### src/rtl/alu_rr_arbiter.sv
// alu_rr_arbiter: round-robin sharing of one registered 8-bit ALU between two requesters
module alu_rr_arbiter #(
  parameter int W = 8
) (
  input  logic                  clk,
  input  logic                  rst,
  input  logic                  r0_valid,
  input  logic                  r1_valid,
  input  logic signed [W-1:0]   r0_a,
  input  logic signed [W-1:0]   r0_b,
  input  logic signed [W-1:0]   r1_a,
  input  logic signed [W-1:0]   r1_b,
  input  logic [1:0]            r0_op,
  input  logic [1:0]            r1_op,
  output logic                  r0_ready,
  output logic                  r1_ready,
  output logic                  r0_rvalid,
  output logic                  r1_rvalid,
  input  logic                  r0_rready,
  input  logic                  r1_rready,
  output logic signed [2*W-1:0] rdata,
  output logic signed [W-1:0]   alu_a,
  output logic signed [W-1:0]   alu_b,
  output logic [1:0]            alu_ctrl,
  input  logic signed [2*W-1:0] alu_out,
  output logic                  busy,
  output logic [15:0]           done_cnt
);
  localparam logic [1:0] IDLE = 2'd0, ISSUE = 2'd1, CAPT = 2'd2, RESP = 2'd3;
  logic [1:0] state, state_nx;
  logic last_grant, gnt_id, win1, acc, rsp_hs;
  // A lone valid wins; on a tie the requester not granted last time wins
  always_comb begin
    win1 = r1_valid & (~r0_valid | ~last_grant);
    r0_ready = (state == IDLE) & r0_valid & ~win1;
    r1_ready = (state == IDLE) & win1;
    acc = r0_ready | r1_ready;
    rsp_hs = (state == RESP) & (gnt_id ? r1_rready : r0_rready);
    state_nx = state == IDLE  ? (acc ? ISSUE : IDLE) :
               state == ISSUE ? CAPT :
               state == CAPT  ? RESP :
               (rsp_hs ? IDLE : RESP);
  end
  assign busy = state != IDLE;
  assign r0_rvalid = (state == RESP) & ~gnt_id;
  assign r1_rvalid = (state == RESP) & gnt_id;
  // Latch the winning request, capture the ALU result, count completed responses
  always_ff @(posedge clk) begin
    if (rst) begin
      state <= IDLE;
      last_grant <= 1'b1;
      gnt_id <= 1'b0;
      alu_a <= '0;
      alu_b <= '0;
      alu_ctrl <= '0;
      rdata <= '0;
      done_cnt <= '0;
    end else begin
      state <= state_nx;
      if (acc) begin
        alu_a <= r1_ready ? r1_a : r0_a;
        alu_b <= r1_ready ? r1_b : r0_b;
        alu_ctrl <= r1_ready ? r1_op : r0_op;
        gnt_id <= r1_ready;
        last_grant <= r1_ready;
      end
      if (state == CAPT) rdata <= alu_out;
      if (rsp_hs) done_cnt <= done_cnt + 16'd1;
    end
  end
endmodule

### config.mk
export PLATFORM = sky130hd
export DESIGN_NAME = alu_rr_arbiter
export DESIGN_NICKNAME = d
export VERILOG_FILES = /design/src/rtl/alu_rr_arbiter.sv
export SDC_FILE = /design/constraint.sdc
export NUM_CORES = 1
export LEC_CHECK = 0
export ABC_CLOCK_PERIOD_IN_PS = 2000
export BUFFER_PORTS_ARGS = -buffer_cell sky130_fd_sc_hd__buf_2
export CORE_MARGIN = 5
export CORE_UTILIZATION = 40
export CTS_CLUSTER_DIAMETER = 100
export DETAILED_ROUTE_END_ITERATION = 8
export PLACE_DENSITY = 0.75
export SYNTH_ARGS = -nofsm -noshare
export SYNTH_HDL_FRONTEND = slang
export SYNTH_SLANG_ARGS = --single-unit
### constraint.sdc
create_clock -name clk -period 2 [get_ports clk]
set_input_delay 0.4 -clock clk [delete_from_list [all_inputs] [get_ports clk]]
set_output_delay 0.4 -clock clk [all_outputs]
set_load 0.02 [all_outputs]
==> summary.txt <==
Die
  – Site Rows: 26
  – Full die area: around 6900 um2
  – Width of the die: 83.1 um
  – Area of the core: 5140 um2
  – Starting Density: a little over two fifths
  – Die height: 83.1 um
  – I/O pin count: approximately 110

Clocking
  – Post-CTS Setup Inserts: 0
  – TritonCTS clock tree: built
  – CTS root buf: clkbuf_8
  – Skew-Pair Late Insertion Delay: 0.29 ns
  – Clk pin slew, worst setup/hold paths: 0.09 ns
  – Post-CTS Hold Buffers: 0
  – CTS H-Tree Depth: 2
  – Number of gates resized after cts: 0
  – Total CTS buffers: 5
  – Clock Tree Buf Depth: 2
  – Clock Sinks: 54

Yosys
  – Yosys reg bits: 54
  – YS warnings: 0
  – Area share of the largest cell type after synthesis: 50.6%
  – Synth area leaders: dfxtp_1 51%, nand2_1 6.8%, nor3_1 5.9%, nor2_1 5.8%, a21oi_1 5.6%
  – Register area share after synthesis: about 51%
  – Mapped Area: between 2000 and 2500 um2
  – Syn Nets: 323
  – Yosys top cell by area: dfxtp_1
  – Mean Syn Cell Area: 8.10 um2
  – Post-synth cell types: 29
  – Cells after synthesis: 264

Routing
  – Iteration-0 DRC count of the detailed router: 57
  – Via density: roughly 5
  – Routed Antenna Nets: 0
  – DRT Wirelength: 5.55 mm
  – Post-DR wirelength/cell: 12.3 um
  – First drt pass iteration count: 4
  – Vias: 2,204
  – DR DRC count: 0

Timing
  – Post-layout min period: between 1.5 and 2 ns
  – FMAX: 520 MHz
  – Skew final: 0.00291 ns
  – Tcrit/Tclk final: between 90% and 100%
  – WHS: ~0.33 ns
  – Worst-Margin Slew: 0.593 ns
  – Final hold vios: 0
  – Slew Limit Headroom: between 60% and 70%
  – Setup WS post-layout: about 0.08 ns
  – Max Transition Viols Final: 0
  – # setup viols final: 0
  – Final setup TNS: 0 ns

Placement
  – I/O Buffers: between 100 and 150
  – Post-DP Area: roughly 2800 um2
  – Hpwl dp: 4.30 mm
  – Gpl congestion: slightly below 0.8
  – Pre-CTS setup slack: 0.0434 ns

Worst setup path
  – CP Max Fanout: 5
  – Type of the worst setup path: reg2reg
  – Worst flop-to-flop path startpoint: done_cnt[3]
  – R2R setup slack: about 0.078 ns
  – Reg-to-Reg End: done_cnt[15]
  – CP Launch Type: register
  – Nature of the critical path endpoint: register
  – WP data arrival: about 2.1 ns
  – WP data required: ~2.2 ns
  – Worst Reg-to-Reg Cells: 4

Job
  – Max_cap viols: 0

Global routing
  – GRT overflow: 0
  – First-pass GRT wire length: approximately 9.6 mm
  – Vias in the first global route: ~2,200
  – GRT Util Overall: 16.3%
  – Initial antenna violation count: 0
  – Largest net degree at the start of global routing: 26

Pwr
  – Pwr Total: ~2.2 mW
  – Maximum VDD drop: approximately 0.00045 V
  – Leakage: 1.35 nW
  – PD cells: 768 nW/um2

Cells and area
  – FF/Latch Area: 1090 um2
  – Final Cell Area: roughly 2900 um2
  – Layout cells sized above 1: slightly below 40%
  – Layout area overhead: 36.6%
  – NumNets Final: between 400 and 500
  – Multi-input gate area: approximately 970 um2
  – Most frequent cells in the layout: 112 x buf_2, 50 x dfxtp_1, 39 x nand2_1
  – Layout fillers: 530
  – Diodes inserted: 0
  – Commonest non-fill, non-tap cell in the layout: buf_2

Min path
  – Cells on Worst Hold Path: 3
  – Worst hold path class: in2reg
  – Hold worst-path end: rdata[14]
  – Min-delay src: alu_out[14]

Run status
  – Status: finished clean
-- cell usage after synthesis --
master	instances
o22ai_1	18
o31ai_1	1
a211o_1	1
ha_1	1
xnor2_1	6
or3_1	2
nand2b_1	1
mux2i_2	1
nand2_1	39
mux2_2	3
nand3_1	5
and3_2	1
or4_1	3
nor2_1	33
inv_1	10
dfxtp_1	54
o22a_1	1
nor3_1	25
clkbuf_2	1
nor2b_1	2
o21a_1	1
nor4_1	2
or3_2	3
o21ai_0	6
o211ai_1	1
nand4_1	3
clkbuf_1	15
a21oi_1	24
nor3b_1	1
-- worst max-delay path: stages, from the launching register on --
cell and delay, ns:
dfxtp_2 0.38, nand4_1 0.17, or4_4 0.59, nor4_1 0.30, mux2_2 0.37
-- layer usage --
| layer | routed length [um] | vias to the layer above | global-route usage (%) |
|---|---|---|---|
| met3 | 535 | 5 | 6.83 |
| li1 | - | 1132 | - |
| met5 | 0 | - | 0 |
| met4 | 55 | 0 | 4.16 |
| met1 | 2370 | 987 | 18.0 |
| met2 | 2590 | 80 | 28.7 |
-- cell families after synthesis --
family / Yosys count / synth area share (%)
simple gates: 120 / 25.4
flops: 54 / 50.6
compound gates: 53 / 14.2
buf+inv: 26 / 4.62
xor+xnor: 6 / 2.46
mux: 4 / 2.22
fa+ha+maj: 1 / 0.585
-- area by class of cell --
cell class | count | share of cell area [%]
clock buffers | 7 | 2.61
inverters | 10 | 1.29
multi-input cells | 184 | 33.4
flip-flops and latches | 54 | 37.2
well taps | 70 | 3.00
repair buffers | 125 | 22.5
-- sequential cells by signal, summed over array words and instances (netlist names) --
register and count:
alu_b 8, alu_ctrl 2, rdata 16, gnt_id 1, done_cnt 16, state 2, last_grant 1, alu_a 8
-- metrics by stage --
stage | cells | util, %
after global placement | 443 | 55.0
after detailed placement | 443 | 55.0
after floorplan | 264 | -
after CTS | 450 | 56.5
final | 450 | 56.8
after global routing | 450 | 56.8
-- power breakdown --
| group | total [mW] | internal (mW) | switching [mW] |
|---|---|---|---|
| sequential | 1.19 | 1.15 | 0.0381 |
| combinational | 0.490 | 0.194 | 0.296 |
| clock | 0.562 | 0.242 | 0.320 |
| total | 2.24 | 1.59 | 0.655 |
-- how the worst max path moves through the flow --
stage,to,from,slack [ns]
after global routing,done_cnt[15],done_cnt[2],-0.0007
after detailed placement,done_cnt[15],r1_rready,0.04
after floorplan,done_cnt[14],done_cnt[0],0.01
after global placement,done_cnt[15],r1_rready,0.07
final,done_cnt[15],done_cnt[3],0.08
after CTS,done_cnt[15],done_cnt[3],0.04
(Power assumes the default switching activity.)
